**config.mk**
```make
export PLATFORM = sky130hd
export DESIGN_NAME = rf_access_arbiter_flat
export DESIGN_NICKNAME = d
export VERILOG_FILES = /design/src/rtl/rf_arb_pkg.sv /design/src/rtl/rf_access_arbiter_if.sv /design/src/rtl/rr_arb2.sv /design/src/rtl/rf_access_arbiter.sv /design/src/flat_wrapper.sv
export SDC_FILE = /design/constraint.sdc
export NUM_CORES = 1
export LEC_CHECK = 0
export CAP_MARGIN = 0
export CORE_MARGIN = 3
export CORE_UTILIZATION = 35
export DETAILED_ROUTE_END_ITERATION = 8
export GPL_TIMING_DRIVEN = 1
export PLACE_DENSITY_LB_ADDON = 0.05
export SLEW_MARGIN = 20
export SYNTH_ARGS = -nofsm -noshare
export SYNTH_HDL_FRONTEND = slang
export SYNTH_SLANG_ARGS = --single-unit
```
**constraint.sdc**
```tcl
create_clock -name CLK -period 1.6 [get_ports CLK]
set_input_delay 0.48 -clock CLK [delete_from_list [all_inputs] [get_ports CLK]]
set_output_delay 0.48 -clock CLK [all_outputs]
set_load 0.05 [all_outputs]
```
**src/rtl/rf_arb_pkg.sv**
```systemverilog
// Shared types and constants for the register-file access arbiter.
// Latency: n/a (declarations only).
// Backpressure: n/a.
// Contents: FSM state encoding, master id constants, timeout error data pattern.
package rf_arb_pkg;

    typedef enum logic [1:0] {
        IDLE    = 2'b00,
        ISSUE   = 2'b01,
        RD_WAIT = 2'b10
    } state_e;

    localparam logic M0 = 1'b0;
    localparam logic M1 = 1'b1;

    // Returned as read data when a read times out; truncated to the data width at use.
    localparam logic [63:0] TO_ERR_DATA = '1;

endpackage

```
**src/rtl/rf_access_arbiter_if.sv**
```systemverilog
// Bundle of both master request/return channels plus the RF strobe bus.
// Latency: n/a (wires only).
// Backpressure: M*_REQ_RDY is driven by the arbiter side.
// Modports: slave = arbiter view, master = requester/RF-model view.
interface rf_access_arbiter_if #(
    parameter int DATA_WIDTH = 8,
    parameter int RF_ADDR    = 4
);
    // Master 0
    logic                  M0_REQ_VLD;
    logic                  M0_REQ_WR;
    logic [RF_ADDR-1:0]    M0_ADDR;
    logic [DATA_WIDTH-1:0] M0_WR_DATA;
    logic                  M0_REQ_RDY;
    logic [DATA_WIDTH-1:0] M0_RD_DATA;
    logic                  M0_RD_VLD;
    logic                  M0_RD_ERR;
    // Master 1
    logic                  M1_REQ_VLD;
    logic                  M1_REQ_WR;
    logic [RF_ADDR-1:0]    M1_ADDR;
    logic [DATA_WIDTH-1:0] M1_WR_DATA;
    logic                  M1_REQ_RDY;
    logic [DATA_WIDTH-1:0] M1_RD_DATA;
    logic                  M1_RD_VLD;
    logic                  M1_RD_ERR;
    // Register file
    logic                  RF_WrEn;
    logic                  RF_RdEn;
    logic [RF_ADDR-1:0]    RF_Address;
    logic [DATA_WIDTH-1:0] RF_WrData;
    logic [DATA_WIDTH-1:0] RF_RdData;
    logic                  RF_RdData_VLD;
    // Status
    logic                  ARB_BUSY;

    modport slave (
        input  M0_REQ_VLD, M0_REQ_WR, M0_ADDR, M0_WR_DATA,
        output M0_REQ_RDY, M0_RD_DATA, M0_RD_VLD, M0_RD_ERR,
        input  M1_REQ_VLD, M1_REQ_WR, M1_ADDR, M1_WR_DATA,
        output M1_REQ_RDY, M1_RD_DATA, M1_RD_VLD, M1_RD_ERR,
        output RF_WrEn, RF_RdEn, RF_Address, RF_WrData,
        input  RF_RdData, RF_RdData_VLD,
        output ARB_BUSY
    );

    modport master (
        output M0_REQ_VLD, M0_REQ_WR, M0_ADDR, M0_WR_DATA,
        input  M0_REQ_RDY, M0_RD_DATA, M0_RD_VLD, M0_RD_ERR,
        output M1_REQ_VLD, M1_REQ_WR, M1_ADDR, M1_WR_DATA,
        input  M1_REQ_RDY, M1_RD_DATA, M1_RD_VLD, M1_RD_ERR,
        input  RF_WrEn, RF_RdEn, RF_Address, RF_WrData,
        output RF_RdData, RF_RdData_VLD,
        input  ARB_BUSY
    );
endinterface

```
**src/rtl/rr_arb2.sv**
```systemverilog
// Two-way round-robin picker: pointer breaks ties, a lone requester always wins.
// Latency: combinational.
// Backpressure: none; grant is zero when nobody requests.
// Ports: req_i[1:0] request bits, ptr_i preferred master on tie, gnt_o one-hot grant, win_o winner id.
module rr_arb2 (
    input  logic [1:0] req_i,
    input  logic       ptr_i,
    output logic [1:0] gnt_o,
    output logic       win_o
);
    always_comb begin
        gnt_o = 2'b00;
        win_o = 1'b0;
        if (req_i == 2'b11) begin
            win_o = ptr_i;
        end else begin
            win_o = req_i[1];
        end
        if (req_i != 2'b00) begin
            gnt_o = win_o ? 2'b10 : 2'b01;
        end
    end
endmodule

```
**src/rtl/rf_access_arbiter.sv**
```systemverilog
// Shares one register file between two masters; one access in flight at a time.
// Latency: RF strobe 1 cycle after accept; read return 1 cycle after RF_RdData_VLD.
// Backpressure: REQ_RDY only in IDLE for the round-robin winner; all else waits.
// Ports: CLK, RST (sync, active high), bus = rf_access_arbiter_if.slave.
// Optional macro RF_ARB_TIMEOUT_EN: read-wait timeout returning all-ones with RD_ERR.
module rf_access_arbiter
    import rf_arb_pkg::*;
#(
    parameter int DATA_WIDTH  = 8,
    parameter int RF_ADDR     = 4,
    parameter int TIMEOUT_CYC = 16
) (
    input  logic               CLK,
    input  logic               RST,
    rf_access_arbiter_if.slave bus
);
    state_e                state_q;
    logic                  ptr_q;
    logic                  owner_q;
    logic                  busy_q;
    logic                  rf_wr_en_q;
    logic                  rf_rd_en_q;
    logic [RF_ADDR-1:0]    rf_addr_q;
    logic [DATA_WIDTH-1:0] rf_wdata_q;
    logic                  m0_rd_vld_q, m1_rd_vld_q;
    logic [DATA_WIDTH-1:0] m0_rd_data_q, m1_rd_data_q;
    logic                  m0_rd_err_q, m1_rd_err_q;

    logic [1:0]            req, gnt;
    logic                  win;
    logic                  accept;
    logic                  win_wr;
    logic [RF_ADDR-1:0]    win_addr;
    logic [DATA_WIDTH-1:0] win_data;
    logic                  ret;
    logic                  ret_err;
    logic [DATA_WIDTH-1:0] ret_data;

    assign req = {bus.M1_REQ_VLD, bus.M0_REQ_VLD};

    rr_arb2 u_rr_arb2 (
        .req_i (req),
        .ptr_i (ptr_q),
        .gnt_o (gnt),
        .win_o (win)
    );

    // Ready is only offered while idle so a request arriving mid-access simply waits.
    assign bus.M0_REQ_RDY = (state_q == IDLE) & gnt[0];
    assign bus.M1_REQ_RDY = (state_q == IDLE) & gnt[1];
    assign accept         = (state_q == IDLE) & (|req);

    assign win_wr   = (win == M1) ? bus.M1_REQ_WR   : bus.M0_REQ_WR;
    assign win_addr = (win == M1) ? bus.M1_ADDR     : bus.M0_ADDR;
    assign win_data = (win == M1) ? bus.M1_WR_DATA  : bus.M0_WR_DATA;

`ifdef RF_ARB_TIMEOUT_EN
    localparam int CNT_W = (TIMEOUT_CYC > 2) ? $clog2(TIMEOUT_CYC) : 1;
    localparam logic [CNT_W-1:0] CNT_LAST = CNT_W'(TIMEOUT_CYC - 1);
    logic [CNT_W-1:0] cnt_q;
`else
    localparam int unused_timeout_cyc = TIMEOUT_CYC;
`endif

    // Read-return decision; real data takes priority over an expiring timer.
    always_comb begin
        ret      = 1'b0;
        ret_err  = 1'b0;
        ret_data = bus.RF_RdData;
        if (state_q == RD_WAIT) begin
            if (bus.RF_RdData_VLD) begin
                ret = 1'b1;
            end
`ifdef RF_ARB_TIMEOUT_EN
            else if (cnt_q == CNT_LAST) begin
                ret      = 1'b1;
                ret_err  = 1'b1;
                ret_data = TO_ERR_DATA[DATA_WIDTH-1:0];
            end
`endif
        end
    end

    always_ff @(posedge CLK) begin
        if (RST) begin
            state_q      <= IDLE;
            ptr_q        <= M0;
            owner_q      <= M0;
            busy_q       <= 1'b0;
            rf_wr_en_q   <= 1'b0;
            rf_rd_en_q   <= 1'b0;
            rf_addr_q    <= '0;
            rf_wdata_q   <= '0;
            m0_rd_vld_q  <= 1'b0;
            m1_rd_vld_q  <= 1'b0;
            m0_rd_data_q <= '0;
            m1_rd_data_q <= '0;
            m0_rd_err_q  <= 1'b0;
            m1_rd_err_q  <= 1'b0;
`ifdef RF_ARB_TIMEOUT_EN
            cnt_q        <= '0;
`endif
        end else begin
            m0_rd_vld_q <= 1'b0;
            m1_rd_vld_q <= 1'b0;
            case (state_q)
                IDLE: begin
                    if (accept) begin
                        owner_q    <= win;
                        ptr_q      <= ~win;
                        rf_wr_en_q <= win_wr;
                        rf_rd_en_q <= ~win_wr;
                        rf_addr_q  <= win_addr;
                        rf_wdata_q <= win_wr ? win_data : '0;
                        busy_q     <= 1'b1;
                        state_q    <= ISSUE;
                    end
                end
                ISSUE: begin
                    // Strobe registers are live for exactly this one cycle.
                    rf_wr_en_q <= 1'b0;
                    rf_rd_en_q <= 1'b0;
                    rf_addr_q  <= '0;
                    rf_wdata_q <= '0;
                    if (rf_rd_en_q) begin
                        state_q <= RD_WAIT;
`ifdef RF_ARB_TIMEOUT_EN
                        cnt_q   <= '0;
`endif
                    end else begin
                        busy_q  <= 1'b0;
                        state_q <= IDLE;
                    end
                end
                RD_WAIT: begin
                    if (ret) begin
                        if (owner_q == M1) begin
                            m1_rd_vld_q  <= 1'b1;
                            m1_rd_data_q <= ret_data;
                            m1_rd_err_q  <= ret_err;
                        end else begin
                            m0_rd_vld_q  <= 1'b1;
                            m0_rd_data_q <= ret_data;
                            m0_rd_err_q  <= ret_err;
                        end
                        busy_q  <= 1'b0;
                        state_q <= IDLE;
                    end
`ifdef RF_ARB_TIMEOUT_EN
                    else begin
                        cnt_q <= cnt_q + 1'b1;
                    end
`endif
                end
                default: begin
                    busy_q  <= 1'b0;
                    state_q <= IDLE;
                end
            endcase
        end
    end

    assign bus.RF_WrEn    = rf_wr_en_q;
    assign bus.RF_RdEn    = rf_rd_en_q;
    assign bus.RF_Address = rf_addr_q;
    assign bus.RF_WrData  = rf_wdata_q;
    assign bus.ARB_BUSY   = busy_q;
    assign bus.M0_RD_VLD  = m0_rd_vld_q;
    assign bus.M1_RD_VLD  = m1_rd_vld_q;
    assign bus.M0_RD_DATA = m0_rd_data_q;
    assign bus.M1_RD_DATA = m1_rd_data_q;
`ifdef RF_ARB_TIMEOUT_EN
    assign bus.M0_RD_ERR  = m0_rd_err_q;
    assign bus.M1_RD_ERR  = m1_rd_err_q;
`else
    // Error flags only ever set by the timeout path, so they are constant zero here.
    assign bus.M0_RD_ERR  = 1'b0;
    assign bus.M1_RD_ERR  = 1'b0;
    logic unused_err;
    assign unused_err = m0_rd_err_q | m1_rd_err_q;
`endif

endmodule

```
**src/flat_wrapper.sv**
```systemverilog
// flat-port wrapper written by rule: the top's interface ports become plain ports
module rf_access_arbiter_flat import rf_arb_pkg::*;
#(
    parameter int DATA_WIDTH  = 8,
    parameter int RF_ADDR     = 4,
    parameter int TIMEOUT_CYC = 16
)
  (CLK, RST, bus_M0_REQ_VLD, bus_M0_REQ_WR, bus_M0_ADDR, bus_M0_WR_DATA, bus_M0_REQ_RDY, bus_M0_RD_DATA, bus_M0_RD_VLD, bus_M0_RD_ERR, bus_M1_REQ_VLD, bus_M1_REQ_WR, bus_M1_ADDR, bus_M1_WR_DATA, bus_M1_REQ_RDY, bus_M1_RD_DATA, bus_M1_RD_VLD, bus_M1_RD_ERR, bus_RF_WrEn, bus_RF_RdEn, bus_RF_Address, bus_RF_WrData, bus_RF_RdData, bus_RF_RdData_VLD, bus_ARB_BUSY);
  rf_access_arbiter_if #(.DATA_WIDTH(DATA_WIDTH), .RF_ADDR(RF_ADDR)) bus_i ();
  input  logic CLK;
  input  logic RST;
  input wire logic [$bits(bus_i.M0_REQ_VLD)-1:0] bus_M0_REQ_VLD;
  input wire logic [$bits(bus_i.M0_REQ_WR)-1:0] bus_M0_REQ_WR;
  input wire logic [$bits(bus_i.M0_ADDR)-1:0] bus_M0_ADDR;
  input wire logic [$bits(bus_i.M0_WR_DATA)-1:0] bus_M0_WR_DATA;
  output wire logic [$bits(bus_i.M0_REQ_RDY)-1:0] bus_M0_REQ_RDY;
  output wire logic [$bits(bus_i.M0_RD_DATA)-1:0] bus_M0_RD_DATA;
  output wire logic [$bits(bus_i.M0_RD_VLD)-1:0] bus_M0_RD_VLD;
  output wire logic [$bits(bus_i.M0_RD_ERR)-1:0] bus_M0_RD_ERR;
  input wire logic [$bits(bus_i.M1_REQ_VLD)-1:0] bus_M1_REQ_VLD;
  input wire logic [$bits(bus_i.M1_REQ_WR)-1:0] bus_M1_REQ_WR;
  input wire logic [$bits(bus_i.M1_ADDR)-1:0] bus_M1_ADDR;
  input wire logic [$bits(bus_i.M1_WR_DATA)-1:0] bus_M1_WR_DATA;
  output wire logic [$bits(bus_i.M1_REQ_RDY)-1:0] bus_M1_REQ_RDY;
  output wire logic [$bits(bus_i.M1_RD_DATA)-1:0] bus_M1_RD_DATA;
  output wire logic [$bits(bus_i.M1_RD_VLD)-1:0] bus_M1_RD_VLD;
  output wire logic [$bits(bus_i.M1_RD_ERR)-1:0] bus_M1_RD_ERR;
  output wire logic [$bits(bus_i.RF_WrEn)-1:0] bus_RF_WrEn;
  output wire logic [$bits(bus_i.RF_RdEn)-1:0] bus_RF_RdEn;
  output wire logic [$bits(bus_i.RF_Address)-1:0] bus_RF_Address;
  output wire logic [$bits(bus_i.RF_WrData)-1:0] bus_RF_WrData;
  input wire logic [$bits(bus_i.RF_RdData)-1:0] bus_RF_RdData;
  input wire logic [$bits(bus_i.RF_RdData_VLD)-1:0] bus_RF_RdData_VLD;
  output wire logic [$bits(bus_i.ARB_BUSY)-1:0] bus_ARB_BUSY;
  assign bus_i.M0_REQ_VLD = bus_M0_REQ_VLD;
  assign bus_i.M0_REQ_WR = bus_M0_REQ_WR;
  assign bus_i.M0_ADDR = bus_M0_ADDR;
  assign bus_i.M0_WR_DATA = bus_M0_WR_DATA;
  assign bus_M0_REQ_RDY = bus_i.M0_REQ_RDY;
  assign bus_M0_RD_DATA = bus_i.M0_RD_DATA;
  assign bus_M0_RD_VLD = bus_i.M0_RD_VLD;
  assign bus_M0_RD_ERR = bus_i.M0_RD_ERR;
  assign bus_i.M1_REQ_VLD = bus_M1_REQ_VLD;
  assign bus_i.M1_REQ_WR = bus_M1_REQ_WR;
  assign bus_i.M1_ADDR = bus_M1_ADDR;
  assign bus_i.M1_WR_DATA = bus_M1_WR_DATA;
  assign bus_M1_REQ_RDY = bus_i.M1_REQ_RDY;
  assign bus_M1_RD_DATA = bus_i.M1_RD_DATA;
  assign bus_M1_RD_VLD = bus_i.M1_RD_VLD;
  assign bus_M1_RD_ERR = bus_i.M1_RD_ERR;
  assign bus_RF_WrEn = bus_i.RF_WrEn;
  assign bus_RF_RdEn = bus_i.RF_RdEn;
  assign bus_RF_Address = bus_i.RF_Address;
  assign bus_RF_WrData = bus_i.RF_WrData;
  assign bus_i.RF_RdData = bus_RF_RdData;
  assign bus_i.RF_RdData_VLD = bus_RF_RdData_VLD;
  assign bus_ARB_BUSY = bus_i.ARB_BUSY;
  rf_access_arbiter #(.DATA_WIDTH(DATA_WIDTH), .RF_ADDR(RF_ADDR), .TIMEOUT_CYC(TIMEOUT_CYC)) u_core (.CLK(CLK), .RST(RST), .bus(bus_i));
endmodule
```
; Word-level counts from Yosys, hierarchy flattened
; Cells that the tools add are included.
[word_totals]
reg_bits = 37
latchBits = 0
ramBits = 0
mem_bits_ro = 0
input_bits = 39
out_inout_bits = 37
wordCells = 64
n_memories = 0
[op_classes]
add_sub_neg = 0
mul = 0
n_div = 0
n_lt_le_gt_ge = 0
n_eq_ne = 6
n_shift = 0
n_mux = 27
bitwise = 8
n_reduce_logical = 11
[op_table]
columns = cell, n
row1 = two-way mux 8 bit, 3
row2 = one-hot mux 8 bit (2 select lines), 1
row3 = two-way mux 1 bit, 11
row4 = two-way mux 2 bit, 5
row5 = AND reduction 3 bit, 3
row6 = two-way mux 4 bit, 2
row7 = one-hot mux 4 bit (2 select lines), 1
row8 = one-hot mux 2 bit (3 select lines), 1
row9 = AND reduction 2 bit, 3
row10 = NOT 1 bit, 5
row11 = equality test 2 bit (second input constant), 2
row12 = inequality test 2 x 1 -> 1 bit (second input constant), 2
row13 = one-hot mux 1 bit (2 select lines), 2
row14 = nonzero test 2 bit, 2
row15 = AND 1 bit, 3
row16 = one-hot mux 1 bit (3 select lines), 1
row17 = OR reduction 3 bit, 1
row18 = equality test 2 x 1 -> 1 bit (second input constant), 1
row19 = logical NOT 2 bit, 1
row20 = inequality test 2 bit (second input constant), 1
row21 = OR reduction 2 bit, 1

; Logic depth before layout (Yosys ltp)
[depth]
depth_word = 6
ltp_mapped = 7
mapped_depth_nobuf = 5

; Cells and area by module
; A second synthesis with hierarchy kept.
[hier_totals]
cells_unflattened = 167
area_unflattened_um2 = 1532.7
[modules_own_cells]
columns = module, instances, cells_per_inst, area_each_um2
row1 = rf_access_arbiter, 1, 163, 1506.4
row2 = rr_arb2, 1, 4, 26.3

; Worst setup path after synthesis
; Ideal clock, no wire load.
[synth_path]
path_kind = input port to output port
startpoint = input bus_M0_REQ_VLD
endpoint = output bus_M0_REQ_RDY
t_arrival_ns = 1.661
required_ns = 1.120
slack_ns = -0.541
stages = 5
n_path_buf = 2
path_cell_list = nand2b_1 -> buf_2 -> and2_1 -> buf_2 -> nor2_1
[synth_via]
elab_chain_cells = 5
word_cells_on_any_way = 6
classes_between = 1 x eq/ne / 3 x mux / 1 x bitwise / 1 x reduce/logical
[synth_lines]
columns = element, line_no
row1 = "start, declared", flat_wrapper.sv:12  ; input wire logic [$bits(bus_i.M0_REQ_VLD)-1:0] bus_M0_REQ_VLD;
row2 = equality test 2 bit, rr_arb2.sv:14  ; if (req_i == 2'b11) begin
row3 = two-way mux 1 bit, rr_arb2.sv:14
row4 = two-way mux 2 bit, rr_arb2.sv:20  ; gnt_o = win_o ? 2'b10 : 2'b01;
row5 = two-way mux 2 bit (*), rr_arb2.sv:19  ; if (req_i != 2'b00) begin
row6 = AND 1 bit (*), rf_access_arbiter.sv:49  ; assign bus.M0_REQ_RDY = (state_q == IDLE) & gnt[0];
row7 = "end, declared", flat_wrapper.sv:16  ; output wire logic [$bits(bus_i.M0_REQ_RDY)-1:0] bus_M0_REQ_RDY;
; Mark *: on every way between the ends. The rest lies on a longest branch, timed or not.

; Final worst setup path
[layout_path]
startpoint = register u_core.ptr_q
endpoint = output bus_M1_REQ_RDY
[layout_via]
elab_chain_cells = 4
[layout_lines]
columns = element, line_no
row1 = "start, declared", rf_access_arbiter.sv:18  ; logic ptr_q;
row2 = "start signal, assigned", rf_access_arbiter.sv:110  ; ptr_q <= ~win;
row3 = two-way mux 1 bit, rr_arb2.sv:14
row4 = two-way mux 2 bit, rr_arb2.sv:20
row5 = two-way mux 2 bit, rr_arb2.sv:19
row6 = AND 1 bit, rf_access_arbiter.sv:50  ; assign bus.M1_REQ_RDY = (state_q == IDLE) & gnt[1];
row7 = "end, declared", flat_wrapper.sv:24  ; output wire logic [$bits(bus_i.M1_REQ_RDY)-1:0] bus_M1_REQ_RDY;
; Every way passes these cells.

==> metrics.md <==
| Metric | Value |
|---|---|
| Run status | `finished with violations` |
| Failing checks | `setup timing` |
| Clock Sink Count | `37` |
| Placement Rows | `23` |
| Final setup vio count | `2` |
| Initial antenna violation count | `0` |
| Critical Path Max Stage Delay | `0.32 ns` |
| Maxcap violations | `0` |
| Clk buf depth | `2` |
| Die H | `roughly 70 um` |
| CP max stage cell | `dfxtp_2` |
| Nets@finish | `approximately 330` |
| Dpl hpwl | `3374 um` |
| Crit path buffers/inverters | `2` |
| FFs w/ async S/R, synth | `0%` |
| DRT iter0 DRCs | `57` |
| GRT Residual Overflow | `0` |
| Avg Cell Area, Syn | `roughly 7.9 sq um` |
| Crit path required time | `roughly 1.1 ns` |
| TritonCTS Buffers | `5` |
| Vias after detailed routing | `1605` |
| Largest net degree at the start of global routing | `19` |
| RSZ-0062 raised after global routing | `yes` |
| Crit path cell chain | `nand2b_4 -> and2_4 -> nand2_4 -> clkinvlp_4 -> buf_12` |
| Number of synthesized flops with an enable pin | `0` |
| CP endpoint kind | `primary output` |
| Synth Register Bits | `37` |
| Root Buffer | `clkbuf_8` |
| Vias per cell | `4.763` |
| PD cells | `slightly above 800 nW/um^2` |
| Reg-to-reg setup timing slack | `about 0.15 ns` |
| Die width | `between 70 and 80 um` |
| Fin. max-slew vios | `0` |
| Number of global-route vias before repair | `approximately 1600` |
| CTS Hold Bufs | `0` |
| First-pass DRT Iterations | `4` |
| Ant diodes | `0` |
| Pleak | `1.162 nW` |
| Crit Path Class | `reg2out` |
| Worst setup margin | `-0.1208 ns` |
| Routed WL | `around 4400 um` |
| Critical Path AT | `1.24 ns` |
| Core area | `4086 sq um` |
| First-pass GRT wire length | `7245 um` |
| Initial core utilization | `37.29%` |
| Main synth FF type | `dfxtp_1` |
| Ys Warns | `0` |
| Share of cells above drive strength 1 | `between 20% and 30%` |
| WHS | `around 0.5 ns` |
| # DRC | `0` |
| Global placer's final weighted congestion | `0.7499` |
| Final Instance Area | `slightly below 3000 sq um` |
| Area growth, synth to finish | `94.33%` |
| Clock H-tree levels | `2` |
| Sequential element share of the synthesized area | `between 40 and 50%` |
| Worst-path clk slew | `0.07 ns` |
| Total die area | `~5200 sq um` |
| Fmax | `between 500 and 600 MHz` |
| Syn Inst Count | `193` |
| WL/cell | `13.03 um` |
| CP max FO | `3` |
| CTS tree | `yes` |
| Crit share post-route | `107.6%` |
| HP Class | `reg2reg` |
| Critical path's top delay family | `simple AND/OR/NAND/NOR gates` |
| Total placed instance area | `about 2800 sq um` |
| Clock Skew | `0.005910 ns` |
| VDD IR max | `about 0.00057 V` |
| Post-route ant nets | `0` |
| Netlist Area Pre-Place | `around 1500 sq um` |
| Post-synth cell types | `32` |
| Ports | `76` |
| Final hold violations | `0` |
| Setup_tns | `-0.1746 ns` |
| Crit path launch type | `flip-flop` |
| Port Buffers | `73` |
| Min Tclk post-route | `around 1.7 ns` |
| Worst-skew pair later-pin latency | `0.29 ns` |
| GRT Overall Usage | `17.65%` |
## logic make-up (layout without fill, tap and decap cells)
kind of cell           Yosys count  in the layout  share of synthesized area (%)
AO/OA/AOI/OAI                   55             55                          19.38
buffers and inverters           17            110                          5.992
flip-flops                      37             37                          48.60
multiplexers                     4              4                          2.627
other                            1              2                         0.2461
AND/OR/NAND/NOR                 79             79                          23.15
## power breakdown
group	internal, mW	switching (mW)
sequential	0.958	0.0386
combinational	0.318	0.289
clock	0.507	0.339
## cells in the final DEF (no fill, tap or decap), drive strengths merged, types with 2 or more instances in the layout
cell | netlist | layout
inv | 4 | 3
nor2 | 6 | 6
a21oi | 38 | 38
clkbuf | 5 | 6
o21ai | 14 | 14
clkdlybuf4s50 | 0 | 36
or3 | 2 | 2
nor2b | 2 | 2
clkinvlp | 0 | 2
nand2 | 59 | 59
dfxtp | 37 | 37
nor3 | 3 | 3
buf | 8 | 61
mux2i | 4 | 4
conb | 1 | 2
## Yosys cell counts, types with 2 or more instances
cell type,count,area (sq um)
nor2b_1,2,12.51
buf_6,2,22.52
clkbuf_1,4,15.01
buf_2,3,15.01
nor3_1,2,10.01
dfxtp_1,37,740.7
buf_4,2,15.01
mux2i_1,4,40.04
inv_1,4,15.01
nor2_1,5,18.77
a21oi_1,37,185.2
nand2_1,59,221.5
o21ai_0,13,65.06
## worst paths after layout
path                            start                  endpoint  cells past startpoint
max reg2reg         u_core.state_q[0]   u_core.bus.RF_WrData[5]                      6
max                      u_core.ptr_q            bus_M1_REQ_RDY                      5
min          u_core.bus.M0_RD_DATA[0]  u_core.bus.M0_RD_DATA[0]                      2
min reg2reg  u_core.bus.M0_RD_DATA[0]  u_core.bus.M0_RD_DATA[0]                      2
## worst register-to-register path, stage by stage, from the launching register on
cell     delay [ns]
dfxtp_1        0.34
buf_4          0.17
or3_4          0.41
a21oi_4        0.17
buf_12         0.14
nand2_1        0.06
o21ai_0        0.08
## registers in the layout, indices dropped and copies added, names as in the netlist
| name | cells |
|---|---|
| u_core.bus.M1_RD_VLD | 1 |
| u_core.bus.ARB_BUSY | 1 |
| u_core.owner_q | 1 |
| u_core.bus.M0_RD_DATA | 8 |
| u_core.ptr_q | 1 |
| u_core.bus.RF_RdEn | 1 |
| u_core.bus.RF_Address | 4 |
| u_core.state_q | 2 |
| u_core.bus.M0_RD_VLD | 1 |
| u_core.bus.RF_WrData | 8 |
| u_core.bus.M1_RD_DATA | 8 |
| u_core.bus.RF_WrEn | 1 |
## cell type report
| cell class | count | area (sq um) |
|---|---|---|
| Timing Repair Buffer | 98 | 1281 |
| Fill cell | 319 | 1125 |
| Sequential cell | 37 | 742.0 |
| Multi-Input combinational cell | 140 | 737.0 |
| Clock buffer | 6 | 82.58 |
| Tap cell | 50 | 62.56 |
| Clock inverter | 2 | 37.54 |
| Inverter | 4 | 18.77 |
## through the flow
step / util [%] / setup WS [ns] / instances / total power, mW
after floorplan: - / -0.07961 / 194 / 1.288
after global placement: 68.55 / -0.4229 / 326 / 1.602
after detailed placement: 68.55 / -0.4317 / 326 / 1.608
after CTS: 72.17 / -0.1342 / 335 / 2.468
after global routing: 72.47 / -0.1583 / 337 / 2.547
final: 72.47 / -0.1208 / 337 / 2.450
## per-layer routing
metal	track usage [%]	vias to the layer above	share of wire, %
met5	0	-	0
met4	5.637	0	1.0
met3	4.155	5	6.4
met2	30.10	54	48
met1	21.97	725	45
li1	-	821	-
## what timing repair did
item	4_1_cts	5_1_grt
endpoints found under the setup margin	15	2
resized for setup	10	2
buffers inserted	1	2
pin swaps	1	1
Power figures use the tool's default switching activity.
